### config.mk
export PLATFORM = sky130hd
export DESIGN_NAME = reg_file_banked_flat
export DESIGN_NICKNAME = d
export VERILOG_FILES = /design/src/rtl/reg_file_banked_if.sv /design/src/rtl/reg_file_banked.sv /design/src/flat_wrapper.sv
export SDC_FILE = /design/constraint.sdc
export NUM_CORES = 1
export LEC_CHECK = 0
export BUFFER_PORTS_ARGS = -buffer_cell sky130_fd_sc_hd__buf_2
export CORE_UTILIZATION = 62
export DETAILED_ROUTE_END_ITERATION = 8
export PLACE_DENSITY = 0.78
export RECOVER_POWER = 25
export SLEW_MARGIN = 0
export SYNTH_ARGS = -nofsm -noshare
export SYNTH_HDL_FRONTEND = slang
export SYNTH_SLANG_ARGS = --single-unit
### constraint.sdc
create_clock -name clk -period 2.6 [get_ports clk]
set_input_delay 0.52 -clock clk [delete_from_list [all_inputs] [get_ports clk]]
set_output_delay 0.52 -clock clk [all_outputs]
set_load 0.005 [all_outputs]
### src/rtl/reg_file_banked_if.sv
// reg_file_banked_if: bus bundle for reg_file_banked.
// Carries both write ports, the packed read-address/read-data ports and the
// save/restore handshake. master = core side (decode/writeback), slave = register file.
interface reg_file_banked_if #(
   parameter int W  = 8,
   parameter int D  = 3,
   parameter int NR = 2
);
   logic            we0;
   logic [D-1:0]    wa0;
   logic [W-1:0]    wd0;
   logic            we1;
   logic [D-1:0]    wa1;
   logic [W-1:0]    wd1;
   logic [NR*D-1:0] ra;
   logic [NR*W-1:0] rd;
   logic            save_req;
   logic            restore_req;
   logic            busy;
   logic            done;

   modport master (
      output we0, wa0, wd0, we1, wa1, wd1, ra, save_req, restore_req,
      input  rd, busy, done
   );

   modport slave (
      input  we0, wa0, wd0, we1, wa1, wd1, ra, save_req, restore_req,
      output rd, busy, done
   );
endinterface

### src/rtl/reg_file_banked.sv
// reg_file_banked: 2**D x W register file, NR combinational read ports, two
// clocked write ports (port 1 has priority), plus a whole-file shadow bank
// copied one register per cycle by a SAVE / RESTORE sequencer.
// Optional feature macro: REGFILE_BYPASS_EN -- same-cycle write-to-read
// forwarding (restore copy > write port 1 > write port 0 > stored value).
module reg_file_banked #(
   parameter int W  = 8,
   parameter int D  = 3,
   parameter int NR = 2
) (
   input logic              clk,
   input logic              rst_n,
   reg_file_banked_if.slave bus
);
   localparam int DEPTH = 1 << D;

   localparam logic [1:0] ST_IDLE    = 2'd0;
   localparam logic [1:0] ST_SAVE    = 2'd1;
   localparam logic [1:0] ST_RESTORE = 2'd2;

   // idx is one bit wider than an address so the final increment never wraps
   localparam logic [D:0] LAST_IDX = {1'b0, {D{1'b1}}};
   localparam logic [D:0] IDX_ONE  = {{D{1'b0}}, 1'b1};

   logic [W-1:0] regs_q   [DEPTH];
   logic [W-1:0] regs_d   [DEPTH];
   logic [W-1:0] shadow_q [DEPTH];
   logic [W-1:0] shadow_d [DEPTH];
   logic [1:0]   state_q, state_d;
   logic [D:0]   idx_q, idx_d;
   logic         done_q, done_d;
   logic [D-1:0] cp_addr;

   assign cp_addr = idx_q[D-1:0];

   // Sequencer: start on request from IDLE (SAVE beats RESTORE), walk idx 0..2**D-1
   always_comb begin
      state_d = state_q;
      idx_d   = idx_q;
      done_d  = 1'b0;
      case (state_q)
         ST_IDLE: begin
            if (bus.save_req) begin
               state_d = ST_SAVE;
               idx_d   = '0;
            end else if (bus.restore_req) begin
               state_d = ST_RESTORE;
               idx_d   = '0;
            end
         end
         ST_SAVE, ST_RESTORE: begin
            idx_d = idx_q + IDX_ONE;
            if (idx_q == LAST_IDX) begin
               state_d = ST_IDLE;
               done_d  = 1'b1;
            end
         end
         default: begin
            state_d = ST_IDLE;
            idx_d   = '0;
         end
      endcase
   end

   // Main file next state: port 0, then port 1 overrides, then restore copy overrides both
   always_comb begin
      regs_d = regs_q;
      if (bus.we0) regs_d[bus.wa0] = bus.wd0;
      if (bus.we1) regs_d[bus.wa1] = bus.wd1;
      if (state_q == ST_RESTORE) regs_d[cp_addr] = shadow_q[cp_addr];
   end

   // Shadow next state: SAVE captures the pre-edge main value, ignoring same-cycle writes
   always_comb begin
      shadow_d = shadow_q;
      if (state_q == ST_SAVE) shadow_d[cp_addr] = regs_q[cp_addr];
   end

   // State registers; reset clears both banks and abandons any sequence in flight
   always_ff @(posedge clk or negedge rst_n) begin
      if (!rst_n) begin
         state_q <= ST_IDLE;
         idx_q   <= '0;
         done_q  <= 1'b0;
         for (int i = 0; i < DEPTH; i++) begin
            regs_q[i]   <= '0;
            shadow_q[i] <= '0;
         end
      end else begin
         state_q  <= state_d;
         idx_q    <= idx_d;
         done_q   <= done_d;
         regs_q   <= regs_d;
         shadow_q <= shadow_d;
      end
   end

   assign bus.busy = (state_q != ST_IDLE);
   assign bus.done = done_q;

   genvar gi;
   generate
      for (gi = 0; gi < NR; gi++) begin : g_rd
         logic [D-1:0] ra_i;
         logic [W-1:0] rd_i;

         assign ra_i = bus.ra[gi*D +: D];

         // Read port: stored value, optionally forwarded from this cycle's writes
         always_comb begin
            rd_i = regs_q[ra_i];
`ifdef REGFILE_BYPASS_EN
            if (bus.we0 && (bus.wa0 == ra_i)) rd_i = bus.wd0;
            if (bus.we1 && (bus.wa1 == ra_i)) rd_i = bus.wd1;
            if ((state_q == ST_RESTORE) && (cp_addr == ra_i)) rd_i = shadow_q[cp_addr];
`endif
         end

         assign bus.rd[gi*W +: W] = rd_i;
      end
   endgenerate
endmodule
### src/flat_wrapper.sv
// flat-port wrapper written by rule: the top's interface ports become plain ports
module reg_file_banked_flat 
#(
   parameter int W  = 8,
   parameter int D  = 3,
   parameter int NR = 2
)
  (clk, rst_n, bus_we0, bus_wa0, bus_wd0, bus_we1, bus_wa1, bus_wd1, bus_ra, bus_save_req, bus_restore_req, bus_rd, bus_busy, bus_done);
  reg_file_banked_if #(.W(W), .D(D), .NR(NR)) bus_i ();
  input logic clk;
  input logic rst_n;
  input wire logic [$bits(bus_i.we0)-1:0] bus_we0;
  input wire logic [$bits(bus_i.wa0)-1:0] bus_wa0;
  input wire logic [$bits(bus_i.wd0)-1:0] bus_wd0;
  input wire logic [$bits(bus_i.we1)-1:0] bus_we1;
  input wire logic [$bits(bus_i.wa1)-1:0] bus_wa1;
  input wire logic [$bits(bus_i.wd1)-1:0] bus_wd1;
  input wire logic [$bits(bus_i.ra)-1:0] bus_ra;
  input wire logic [$bits(bus_i.save_req)-1:0] bus_save_req;
  input wire logic [$bits(bus_i.restore_req)-1:0] bus_restore_req;
  output wire logic [$bits(bus_i.rd)-1:0] bus_rd;
  output wire logic [$bits(bus_i.busy)-1:0] bus_busy;
  output wire logic [$bits(bus_i.done)-1:0] bus_done;
  assign bus_i.we0 = bus_we0;
  assign bus_i.wa0 = bus_wa0;
  assign bus_i.wd0 = bus_wd0;
  assign bus_i.we1 = bus_we1;
  assign bus_i.wa1 = bus_wa1;
  assign bus_i.wd1 = bus_wd1;
  assign bus_i.ra = bus_ra;
  assign bus_i.save_req = bus_save_req;
  assign bus_i.restore_req = bus_restore_req;
  assign bus_rd = bus_i.rd;
  assign bus_busy = bus_i.busy;
  assign bus_done = bus_i.done;
  reg_file_banked #(.W(W), .D(D), .NR(NR)) u_core (.clk(clk), .rst_n(rst_n), .bus(bus_i));
endmodule
==> flow_summary.yaml <==
timing:
  relSlewSlack_pct: 5.769
  timing.fmax_mhz: 414.5
  rsz0062_at_grt: "false"
  period_needed_ns: 2.412
  finalSetupViolations: 0
  worst_pin_slew_ns: 1.413
  drv_slew: 0
  fin_ws_ns: 0.1877
  timing.final.crit_share_pct: 92.78
  final_hold_viol_count: 0
  setup_tns_ns: 0
  fin_worst_skew_ns: 0.01087
routing:
  wl_per_cell_um: 24.30
  firstDrtPassIters: 8
  drc: 0
  drtIter0Drc: 828
  via_count: 6744
  antenna_left: 0
  via_per_inst: 7.018
  wl_um: 23350
synthesis:
  synthXorXnorAreaFrac_pct: 0
  synth_top_area_share_pct: 39.93
  synth_compound_area_share_pct: 9.200
  ys_warn_count: 0
  synth_largest_area_cell: "dfrtp_1"
  synthCells: 750
  synth_edf_count: 0
  seq_area_frac_synth_pct: 39.93
  muxShareOfSynthArea_pct: 30.26
  synth_commonest_cells: "140 x nand2_1, 135 x dfrtp_1, 80 x mux2_2"
  yosys_register_bits: 135
  synth.distinct_cells: 39
  synthesis.area_sq_um: 8459
  synth_adder_area_share_pct: 0.5916
  syn_area_per_cell_sq_um: 11.28
  async_flop_share_pct: 100.0
  syn-num-nets: 788
  ys_top_cells_by_area: "dfrtp_1 40%, mux4_2 14%, mux2_2 11%"
  synth_top_family_by_area: "multiplexers"
  yosysMostFrequentCell: "nand2_1"
  synth_simple_gate_area_share_pct: 15.87
  synth_ff_type: "dfrtp_1"
clocking:
  htreeDepth: 4
  cts_root_buffer: "clkbuf_16"
  numCtsBuffers: 17
  clockBufferDepth: 2
  clk-insertion-delay-late_ns: 0.43
  hold_buffers: 0
  cts_resized: 0
  path_clk_slew_ns: 0.05
  cts_tree: "yes"
  cts_setup_buffers: 0
  clock_sinks: 135
pwr:
  internal_power_mw: 6.567
  pwr-share-comb_pct: 38.1
  p_leak_nw: 4.083
  p_sw_share_pct: 34.76
  powerDensity_nw_per_um2: 1067
  clockPowerShare_pct: 27.1
  vdd_drop_max_mv: 0.4733
  pwr-share-seq_pct: 34.9
  p_sw_mw: 3.499
grt:
  grt.overflow.total: 0
  grt_pass1_wl_um: 37220
  antenna_found_initial: 0
  globalRouteTotalUtil_pct: 35.16
  grt_max_degree: 57
  grt_pass1_vias: 6713
place:
  portBuffers: 51
  dp.cells: 930
  place_area_sq_um: 8782
  gp_congestion: 0.9338
  dp.final_hpwl_um: 17020
  place_ws_ns: 0.1914
die:
  die_h_um: 118.8
  die_w_um: 118.8
  coreArea_sq_um: 13300
  start_util_pct: 63.63
  io_pins: 52
  dieArea_sq_um: 14120
  row_count: 42
finish:
  fin_nets: 811
  post_route_cells_drive_above_1_share_pct: 31.72
  fin_cells: 961
  insertedDiodeCount: 0
  final.fill_count: 936
  final_area_sq_um: 9432
  area_growth_pct: 11.49
hold_path:
  hold_start: "bus_save_req"
  hold_depth: 3
  hold_path_class: "input port to flip-flop"
  hold_end: "u_core.state_q[0]"
job:
  cap_viol_max_count: 0
setup_path:
  reg2reg_depth: 5
  r2r-start: "u_core.idx_q[0]"
  crit_required_ns: 2.08
  crit_path_start_kind: "input port"
  startpoint: "bus_ra[3]"
  r2r-end: "u_core.regs_q[5]"
  path_class: "input port to primary output"
  regToRegSetupSlack_ns: 0.43
  critPathMaxFanout: 11
  setup.worst_path.end_class: "primary output"
  cp.arrival_ns: 1.89
status:
  status: "completed"
-- through the flow --
stage / hold WS, ns / utilization, % / power, mW
floorplan: 0.2244 / - / 6.093
finish: 0.3837 / 70.94 / 10.07
CTS: 0.1800 / 71.07 / 10.00
detailed placement: 0.4886 / 66.05 / 7.246
global placement: 0.4792 / 66.05 / 6.998
global route: 0.4181 / 70.94 / 10.51
-- power groups by stage --
stage               logic [mW]  registers (mW)  clock network, mW
finish                    3.83            3.51               2.72
global route              4.10            3.56               2.84
CTS                       3.80            3.46               2.74
detailed placement        3.75            3.49                  0
global placement          3.59            3.41                  0
floorplan                 2.96            3.13                  0
-- per-layer routing --
layer / up-vias / global-route usage [%] / wire length, um
li1: 2889 / - / -
met3: 60 / 7.854 / 2200
met5: - / 0 / 0
met4: 0 / 13.29 / 518
met1: 3401 / 47.09 / 8973
met2: 394 / 56.47 / 11660
-- placed cells by master, fill, tap and decap left out, types with 10 or more instances in the layout --
master / n
dfrtp_1: 134
mux4_1: 10
nand2_1: 140
mux4_2: 54
and3_1: 65
buf_4: 11
buf_2: 50
clkbuf_16: 17
o21ai_0: 70
mux2_2: 80
nand3_1: 10
o22ai_1: 64
-- worst max path at each step --
stage	slack (ns)	end	cells past startpoint
floorplan	0.26	bus_rd[10]	4
detailed placement	0.19	bus_rd[15]	5
finish	0.19	bus_rd[15]	5
CTS	0.19	bus_rd[15]	5
global route	0.14	bus_rd[15]	5
global placement	0.24	bus_rd[11]	5
-- flip-flops by register name (all words and copies together) (netlist names) --
name	cells
u_core.regs_q	64
u_core.idx_q	4
u_core.shadow_q	64
u_core.bus.done	1
u_core.state_q	2
-- final cells by class --
class | instances | area, sq um | share of cell area [%]
timing repair buffer | 67 | 422.9 | 4.484
tap | 176 | 220.2 | 2.335
inverter | 3 | 11.26 | 0.1194
clock buffer | 18 | 439.2 | 4.656
multi-input combinational | 549 | 4731 | 50.16
sequential | 135 | 3379 | 35.83
clock inverter | 13 | 227.7 | 2.414
-- worst max-delay path: stages --
cell and delay, ns:
buf_2 0.21, buf_12 0.19, mux4_2 0.52, mux2_2 0.31, buf_2 0.14
-- cells by family (layout without fill, tap and decap cells) --
kind of cell / count (synthesis) / after routing
AO/OA/AOI/OAI: 138 / 138
multiplexers: 152 / 152
AND/OR/NAND/NOR: 255 / 255
adder cells (fa/ha/maj): 4 / 4
buffers and inverters: 66 / 101
flip-flops: 135 / 135
(Power assumes the default switching activity.)
